<file path="src/rtl/uart_rx_fifo.sv">
// Purpose: oversampling UART receiver (configurable width/parity/stops, 3-sample majority vote) feeding a small FWFT queue.
// Latency: word pushed one cycle after the last stop-bit centre (+2 cycles synchroniser); visible at data_out the cycle after the push.
// Backpressure: ready/valid output; a good word arriving while the queue is full and not popping is dropped and flagged via overrun.
module uart_rx_fifo #(
    parameter int CLOCK_HZ   = 50_000_000,
    parameter int BAUD       = 31_250,
    parameter int DATA_BITS  = 8,
    parameter int PARITY     = 0,
    parameter int STOP_BITS  = 1,
    parameter int FIFO_DEPTH = 4
) (
    input  logic                               clock,
    input  logic                               reset,
    input  logic                               uart_rx,
    output logic [DATA_BITS-1:0]               data_out,
    output logic                               data_valid,
    input  logic                               data_ready,
    output logic [$clog2(FIFO_DEPTH+1)-1:0]    fifo_count,
    output logic                               framing_error,
    output logic                               parity_error,
    output logic                               overrun
);

    localparam int BIT_TICKS = CLOCK_HZ / BAUD;
    localparam int TW = $clog2(BIT_TICKS);
    localparam int CW = $clog2(FIFO_DEPTH + 1);
    localparam int PW = (FIFO_DEPTH > 1) ? $clog2(FIFO_DEPTH) : 1;
    localparam int BW = (DATA_BITS > 1) ? $clog2(DATA_BITS) : 1;
    // tick counter runs modulo one bit; the decision lands one tick after each bit centre
    localparam logic [TW-1:0] TICK_LAST = TW'(BIT_TICKS - 1);
    localparam logic [TW-1:0] TICK_DEC  = TW'(BIT_TICKS / 2 + 1);

    typedef enum logic [2:0] {S_IDLE, S_START, S_DATA, S_PARITY, S_STOP, S_WAIT_HIGH} state_t;

    logic                 sync1_q, sync2_q, prev_s_q;
    logic [1:0]           hist_q, hist_d;
    state_t               state_q, state_d;
    logic [TW-1:0]        tick_q, tick_d;
    logic [BW-1:0]        bit_q, bit_d;
    logic                 stop_q, stop_d;
    logic [DATA_BITS-1:0] shreg_q, shreg_d;
    logic                 bad_q, bad_d;
    logic                 ferr_q, ferr_d, perr_q, perr_d, ovr_q, ovr_d;
    logic [DATA_BITS-1:0] mem_q [FIFO_DEPTH];
    logic [DATA_BITS-1:0] mem_d [FIFO_DEPTH];
    logic [PW-1:0]        wr_q, wr_d, rd_q, rd_d;
    logic [CW-1:0]        cnt_q, cnt_d;

    logic s, maj, dec, push, pop, full, push_ok, par_exp;

    assign s       = sync2_q;
    assign maj     = (hist_q[1] & hist_q[0]) | (hist_q[1] & s) | (hist_q[0] & s);
    assign dec     = (tick_q == TICK_DEC);
    assign par_exp = (PARITY == 2) ? ~(^shreg_q) : (^shreg_q);
    assign hist_d  = {hist_q[0], s};

    // frame FSM: edge detect, per-bit majority decisions, error flags and push request
    always_comb begin
        state_d = state_q;
        tick_d  = (tick_q == TICK_LAST) ? '0 : tick_q + 1'b1;
        bit_d   = bit_q;
        stop_d  = stop_q;
        shreg_d = shreg_q;
        bad_d   = bad_q;
        ferr_d  = 1'b0;
        perr_d  = 1'b0;
        push    = 1'b0;
        case (state_q)
            S_IDLE: begin
                tick_d = '0;
                if (prev_s_q && !s) begin
                    state_d = S_START;
                    bad_d   = 1'b0;
                    bit_d   = '0;
                    stop_d  = 1'b0;
                end
            end
            S_START: begin
                if (dec) state_d = maj ? S_IDLE : S_DATA;
            end
            S_DATA: begin
                if (dec) begin
                    shreg_d = {maj, shreg_q[DATA_BITS-1:1]};
                    if (bit_q == BW'(DATA_BITS - 1)) begin
                        state_d = (PARITY == 0) ? S_STOP : S_PARITY;
                    end else begin
                        bit_d = bit_q + 1'b1;
                    end
                end
            end
            S_PARITY: begin
                if (dec) begin
                    if (maj != par_exp) begin
                        bad_d  = 1'b1;
                        perr_d = 1'b1;
                    end
                    state_d = S_STOP;
                end
            end
            S_STOP: begin
                if (dec) begin
                    if (!maj) begin
                        ferr_d  = 1'b1;
                        bad_d   = 1'b1;
                        state_d = S_WAIT_HIGH;
                    end else if (stop_q == 1'(STOP_BITS - 1)) begin
                        // leave at the last stop centre so a back-to-back start edge is caught
                        state_d = S_IDLE;
                        push    = !bad_q;
                    end else begin
                        stop_d = 1'b1;
                    end
                end
            end
            S_WAIT_HIGH: begin
                if (s) state_d = S_IDLE;
            end
            default: state_d = S_IDLE;
        endcase
    end

    // queue next-state: FWFT circular buffer, push allowed into a full queue only when popping
    always_comb begin
        pop     = (cnt_q != '0) && data_ready;
        full    = (cnt_q == CW'(FIFO_DEPTH));
        push_ok = push && (!full || pop);
        ovr_d   = push && full && !pop;
        mem_d   = mem_q;
        if (push_ok) mem_d[wr_q] = shreg_q;
        wr_d    = wr_q + PW'(push_ok);
        rd_d    = rd_q + PW'(pop);
        cnt_d   = cnt_q;
        if (push_ok && !pop)      cnt_d = cnt_q + 1'b1;
        else if (!push_ok && pop) cnt_d = cnt_q - 1'b1;
    end

    // state registers; synchroniser resets high so the idle line is not seen as a start
    always_ff @(posedge clock) begin
        if (reset) begin
            sync1_q  <= 1'b1;
            sync2_q  <= 1'b1;
            prev_s_q <= 1'b0;
            hist_q   <= 2'b11;
            state_q  <= S_IDLE;
            tick_q   <= '0;
            bit_q    <= '0;
            stop_q   <= 1'b0;
            shreg_q  <= '0;
            bad_q    <= 1'b0;
            ferr_q   <= 1'b0;
            perr_q   <= 1'b0;
            ovr_q    <= 1'b0;
            mem_q    <= '{default: '0};
            wr_q     <= '0;
            rd_q     <= '0;
            cnt_q    <= '0;
        end else begin
            sync1_q  <= uart_rx;
            sync2_q  <= sync1_q;
            prev_s_q <= s;
            hist_q   <= hist_d;
            state_q  <= state_d;
            tick_q   <= tick_d;
            bit_q    <= bit_d;
            stop_q   <= stop_d;
            shreg_q  <= shreg_d;
            bad_q    <= bad_d;
            ferr_q   <= ferr_d;
            perr_q   <= perr_d;
            ovr_q    <= ovr_d;
            mem_q    <= mem_d;
            wr_q     <= wr_d;
            rd_q     <= rd_d;
            cnt_q    <= cnt_d;
        end
    end

    assign data_valid    = (cnt_q != '0);
    assign data_out      = data_valid ? mem_q[rd_q] : '0;
    assign fifo_count    = cnt_q;
    assign framing_error = ferr_q;
    assign parity_error  = perr_q;
    assign overrun       = ovr_q;

endmodule

</file>
<file path="config.mk">
export PLATFORM = sky130hd
export DESIGN_NAME = uart_rx_fifo
export DESIGN_NICKNAME = d
export VERILOG_FILES = /design/src/rtl/uart_rx_fifo.sv
export SDC_FILE = /design/constraint.sdc
export NUM_CORES = 1
export LEC_CHECK = 0
export CAP_MARGIN = 20
export CORE_UTILIZATION = 55
export DETAILED_ROUTE_END_ITERATION = 16
export PLACE_DENSITY = 0.77
export REMOVE_ABC_BUFFERS = 1
export SETUP_SLACK_MARGIN = 0.4
export SLEW_MARGIN = 20
export SYNTH_ARGS = -nofsm -noshare
export SYNTH_HDL_FRONTEND = slang
export SYNTH_SLANG_ARGS = --single-unit
</file>
<file path="constraint.sdc">
create_clock -name clock -period 2.7 [get_ports clock]
set_input_delay 0.27 -clock clock [delete_from_list [all_inputs] [get_ports clock]]
set_output_delay 0.27 -clock clock [all_outputs]
set_load 0.01 [all_outputs]
</file>
==> results.txt, run 1 <==
Layout cells sized above 1 = 0.2011
GR Layer Usage met1 = 0.3064
R2R depth = 11
Critical path cell sequence = inv_1, ha_1, nor3b_4, nand3_2, nor3_4, ha_2, inv_1, fa_2, xor2_1, or3_1, a21oi_1
Initial antenna violation count = 0
Hold Violations, Final = 0
Post-CTS Hold Buffers = 0
Total power = 2.095 mW
Io pins = 19
FF+latch count, synth = 73
Max Cap Violations = 0
Post-DR wirelength/cell = 14.84 um
Vias in the first global route = 2254
CTS Buf Count = 9
Layout Nets = 375
Placement Setup Slack = 0.1127 ns
Power per Cell Area = 522.3 nW/um2
Die Y = 80.37 um
Largest net degree at the start of global routing = 29
Slowest stage delay, CP = 0.33 ns
Synth-to-Final Area Change = 18.70%
Cell taking the most area after synthesis = dfxtp_1
Total gr overflow = 0
Register area = 1475 um2
Setup TNS = 0 ns
CTS tree = built
Top delay family on crit path = simple AND/OR/NAND/NOR gates
RSZ-0062 raised after global routing = true
Setup Viol. Count Final = 0
DR vias/cell = 5.533
Synth area leaders = dfxtp_1 43%, mux2i_1 13%, nor2_1 6.7%
M2 GR Usage = 0.3246
Post-synth EDFFs = 0
Worst Setup End Kind = flip-flop
Met3 usage = 0.05455
Critical path startpoint = tick_q[1]
Ys async rst share = 0
Final Skew = 0.01004 ns
Status = finished, final reports clean
Critical Path End = fifo_count[2]
Hold WC Path Type = input pin to flip-flop
Crit-path slowest cell = dfxtp_2
Period utilization = 0.8697
First-pass DRT Iterations = 4
Arr. time, crit path = 2.63 ns
Area occupied by multi-input gates = 1826 um2
Avg Inst Size Synth = 10.27 um2
Max Root-Sink Buffers = 2
First-pass GRT wire length = 10.67 mm
R2r setup slk = 0.35 ns
Detailed placement HPWL = 4.305 mm
H-tree depth = 3
Worst-path clk slew = 0.08 ns
Port Buffers = 18
F_max = 425.8 MHz
CP dominant cell by count = inv_1
Leakage = 1.610 nW
ANT nets after route = 0
Crit-path max FO = 3
Core area = 5921 um2
Via Count = 2451
Reg-to-Reg End = fifo_count[2]
Final Critical Period = 2.348 ns
Unique cell type count in the Yosys netlist = 49
VDD IR-drop max = 447.4 uV
Critical R2R Launch = tick_q[1]
Levels on crit path = 11
Worst-margin pin slew = 0.6120 ns
Synth warn = 0
Initial DRC count = 95
Mapped Area = 3378 um2
# rows = 28
Top cell type's share of synthesized area = 0.4326
Count leader, synth = dfxtp_1
Total Die Area = 6459 um2
CTS Sinks = 73
Ant. Diodes = 0
Most crowded layer after global routing = met2
Worst-Skew Late Latency = 0.35 ns
Die width = 80.37 um
Number of standard cells after synthesis = 329
CTS root buf = clkbuf_8
Main synth FF type = dfxtp_1
WP buf/inv = 2
CP Class = flip-flop to flip-flop
Final WL = 6.576 mm
Fill cells = 456
Post-synthesis sequential area ratio = 0.4326
Worst setup margin = 0.3517 ns
Slew headroom = 0.5892
GRT Total Usage = 0.2225
Drt drc = 0
CP startpoint kind = flip-flop
Req. time, crit path = 2.98 ns
Slew Viols, Final = 0
Commonest cells post-synth = 73 x dfxtp_1, 60 x nor2_1, 45 x mux2i_1
Gpl congestion = 0.7983
Starting Density = 0.5706
-- per-stage QoR --
| step | utilization | hold slack (ns) | cells | area (um2) |
|---|---|---|---|---|
| 2_1_floorplan | - | 0.3391 | 308 | 3287 |
| 3_3_place_gp | 0.6221 | 0.3957 | 418 | 3684 |
| 3_5_place_dp | 0.6221 | 0.4073 | 418 | 3684 |
| 4_1_cts | 0.6650 | 0.2957 | 436 | 3938 |
| 5_1_grt | 0.6773 | 0.3169 | 443 | 4010 |
| 6_report | 0.6773 | 0.3123 | 443 | 4010 |
-- metal layers --
metal,routed length [um],vias up
li1,-,1205
met1,3227,1185
met2,3004,50
met3,222,11
met4,122,0
met5,0,-
-- timing repair --
action / in CTS / in global routing
pin swaps: 1 / 5
resized for setup: 10 / 9
endpoints found under the setup margin: 9 / 7
setup buffers: 2 / 7
-- cell type report --
type,instances,share of cell area
multi-input cells,229,0.4552
flip-flops and latches,73,0.3679
repair buffers,44,0.09548
clock buffers,10,0.03183
well taps,75,0.02340
clock inverters,6,0.02059
inverters,6,0.005616
-- worst register-to-register path: stages (launching register included) --
cell     delay, ns
dfxtp_2       0.33
inv_1         0.05
ha_1          0.15
nor3b_4       0.22
nand3_2       0.15
nor3_4        0.24
ha_2          0.21
inv_1         0.05
fa_2          0.33
xor2_1        0.15
or3_1         0.30
a21oi_1       0.12
-- registers in the layout, summed over array words and instances (netlist names), 2 cells and up --
register / cells
mem_q: 32
wr_q: 2
fifo_count: 3
tick_q: 11
shreg_q: 8
hist_q: 2
state_q: 3
bit_q: 3
rd_q: 2
-- cells by family (layout without fill, tap and decap cells) --
| group | after synthesis | after routing | share of synthesized area |
|---|---|---|---|
| flops | 73 | 73 | 0.4326 |
| fa+ha+maj | 9 | 9 | 0.03592 |
| mux | 53 | 53 | 0.1867 |
| buf+inv | 27 | 66 | 0.03370 |
| compound gates | 22 | 22 | 0.03963 |
| xor+xnor | 19 | 19 | 0.05333 |
| simple gates | 126 | 126 | 0.2182 |
-- where the power goes --
group / internal [mW] / switching, mW
Clock: 0.515 / 0.400
Sequential: 1.08 / 0.00508
Combinational: 0.0385 / 0.0537
Total: 1.64 / 0.459
-- layout by cell type (no fill, tap or decap), drive strengths merged, types with 2 or more instances in the layout --
cell type and n:
nand3b 2, or3 4, inv 6, a22oi 2, buf 27, nor3b 4
o21ai 7, or2 4, and4 2, o21a 2, and3 2, nor3 5
clkinv 3, mux2i 45, bufinv 2, nand3 7, ha 7, nor2b 5
nor4 4, and2 8, dfxtp 73, xor2 7, nand4 3, xnor2 11
nor2 60, nand2 9, mux4 8, a21oi 8, clkdlybuf4s50 12, dlymetal6s2s 4
clkbuf 10, nor4b 2
-- worst min path at each step --
stage,from,to,slack [ns],cells after the start
2_1_floorplan,reset,fifo_count[2],0.34,1
3_3_place_gp,sync1_q,s,0.40,1
3_5_place_dp,sync1_q,s,0.41,1
4_1_cts,reset,shreg_q[6],0.30,2
5_1_grt,reset,mem_q[15],0.32,2
6_report,reset,mem_q[23],0.31,2
(Power assumes the default switching activity.)
==> run 2: changes to the inputs <==
Settings changed: CTS_CLUSTER_DIAMETER set to 200, HOLD_SLACK_MARGIN set to 0.05.
==> results of run 2 <==
The final DEF is identical to that of run 1; final timing and power are the same.
==> run 3: changes to the inputs <==
Settings changed: GPL_TIMING_DRIVEN set to 0.
==> results.txt, run 3 (synthesis gave the netlist of run 1 again) <==
Status = finished, final reports clean
Max Root-Sink Buffers = 2
R2R depth = 10
VDD IR-drop max = 340.9 uV
First-pass GRT wire length = 10.62 mm
R2r setup slk = 0.26 ns
Gpl congestion = 0.7662
CP Class = flip-flop to flip-flop
Leakage = 1.490 nW
Post-route cell area = 3998 um2
DR vias/cell = 5.570
CTS Buf Count = 9
Worst-Skew Late Latency = 0.34 ns
Max Cap Violations = 0
Layout Utilization = 0.6752
Hold slack = 0.3926 ns
First-pass DRT Iterations = 4
ANT nets after route = 0
Top Registers = mem_q x32, tick_q x11, shreg_q x8
Via Count = 2395
Worst setup margin = 0.2632 ns
Core area = 5921 um2
Synth-to-Final Area Change = 18.33%
Fill cells = 443
Largest net degree at the start of global routing = 39
CTS tree = built
Initial DRC count = 183
Worst Setup End Kind = flip-flop
Cell count of the worst hold path = 2
# rows = 28
Leading cell type in the layout, fill and taps excluded = dfxtp_1
Final WL = 6.618 mm
Detailed placement HPWL = 4.027 mm
Total gr overflow = 0
Setup Viol. Count Final = 0
Layout Nets = 362
Starting Density = 0.5706
Post-DR wirelength/cell = 15.39 um
Worst-margin pin slew = 0.6346 ns
Port Buffers = 18
Arr. time, crit path = 2.70 ns
Final Skew = 0.01176 ns
Vias in the first global route = 2267
Max FFs per register = 32
Commonest cells after routing, fill and taps aside = 68 x dfxtp_1, 59 x nor2_1, 45 x mux2i_1
Crit-path max FO = 5
H-tree depth = 3
Req. time, crit path = 2.96 ns
Power per Cell Area = 551.3 nW/um2
CTS Sinks = 73
Top reg by flops = mem_q
Io pins = 19
Final Critical Period = 2.437 ns
RSZ-0062 raised after global routing = true
Total Die Area = 6459 um2
CTS root buf = clkbuf_8
Layout cells sized above 1 = 0.1887
Worst-path clk slew = 0.08 ns
Slew headroom = 0.5741
Drt drc = 0
Hold Violations, Final = 0
CP startpoint kind = flip-flop
Initial antenna violation count = 0
Hold WC Path Type = input pin to flip-flop
DP Area = 3576 um2
Placement Setup Slack = -0.1150 ns
Die width = 80.37 um
Die Y = 80.37 um
Ant. Diodes = 0
Period utilization = 0.9025
F_max = 410.4 MHz
GRT Total Usage = 0.2192
Slew Viols, Final = 0
run 3: cell count changes in the layout (fill, tap and decap cells not counted), moves of 3 or more:
cell	before	now
clkdlybuf4s50_1	12	17
clkinv_2	3	0
buf_4	25	11
dlymetal6s2s_1	4	0
run 3: area by class of cell:
| class | count | area, um2 | share of cell area |
|---|---|---|---|
| multi-input cells | 229 | 1866 | 0.4667 |
| flip-flops and latches | 73 | 1475 | 0.3690 |
| repair buffers | 31 | 297.8 | 0.07449 |
| clock buffers | 10 | 127.6 | 0.03192 |
| clock inverters | 6 | 115.1 | 0.02879 |
| well taps | 75 | 93.84 | 0.02347 |
| inverters | 6 | 22.52 | 0.005634 |
run 3: power by group:
part	internal (mW)	switching, mW
Sequential	1.08	0.0140
Clock	0.619	0.409
Combinational	0.0334	0.0463
Total	1.73	0.470
run 3: worst max-delay path, cell delays in order, from the launching register on:
cell and delay, ns:
dfxtp_4 0.38, ha_4 0.13, nor3b_4 0.29, nand3_4 0.12, nor3_4 0.25, ha_2 0.23, inv_2 0.04, fa_2 0.32
xor2_1 0.15, or3_1 0.32, a21oi_1 0.12
run 3: final timing paths:
path / from / endpoint
max reg2reg: tick_q[0] / fifo_count[2]
max: tick_q[0] / fifo_count[2]
min reg2reg: sync1_q / s
min: reset / mem_q[2]
run 3: per-layer routing:
metal | vias to the layer above | global-route usage | part of all wire | wire [um]
met5 | - | 0 | 0 | 0
met4 | 0 | 0.1232 | 0.021 | 141
met3 | 17 | 0.04773 | 0.044 | 293
met2 | 55 | 0.3398 | 0.48 | 3163
met1 | 1139 | 0.2809 | 0.46 | 3019
li1 | 1184 | - | - | -
run 3: metrics by stage:
stage / total power [mW] / std cells / TNS (ns)
2_1_floorplan: 1.158 / 308 / 0
3_3_place_gp: 1.185 / 401 / -4.975
3_5_place_dp: 1.190 / 402 / -0.1150
4_1_cts: 2.217 / 424 / 0
5_1_grt: 2.279 / 430 / 0
6_report: 2.204 / 430 / 0
run 3: timing repair:
item	CTS	global route
setup buffers	6	6
gates cloned	0	0
gates resized for setup	12	11
hold buffers	0	0
pin swaps	6	7
setup endpoints to repair	23	22
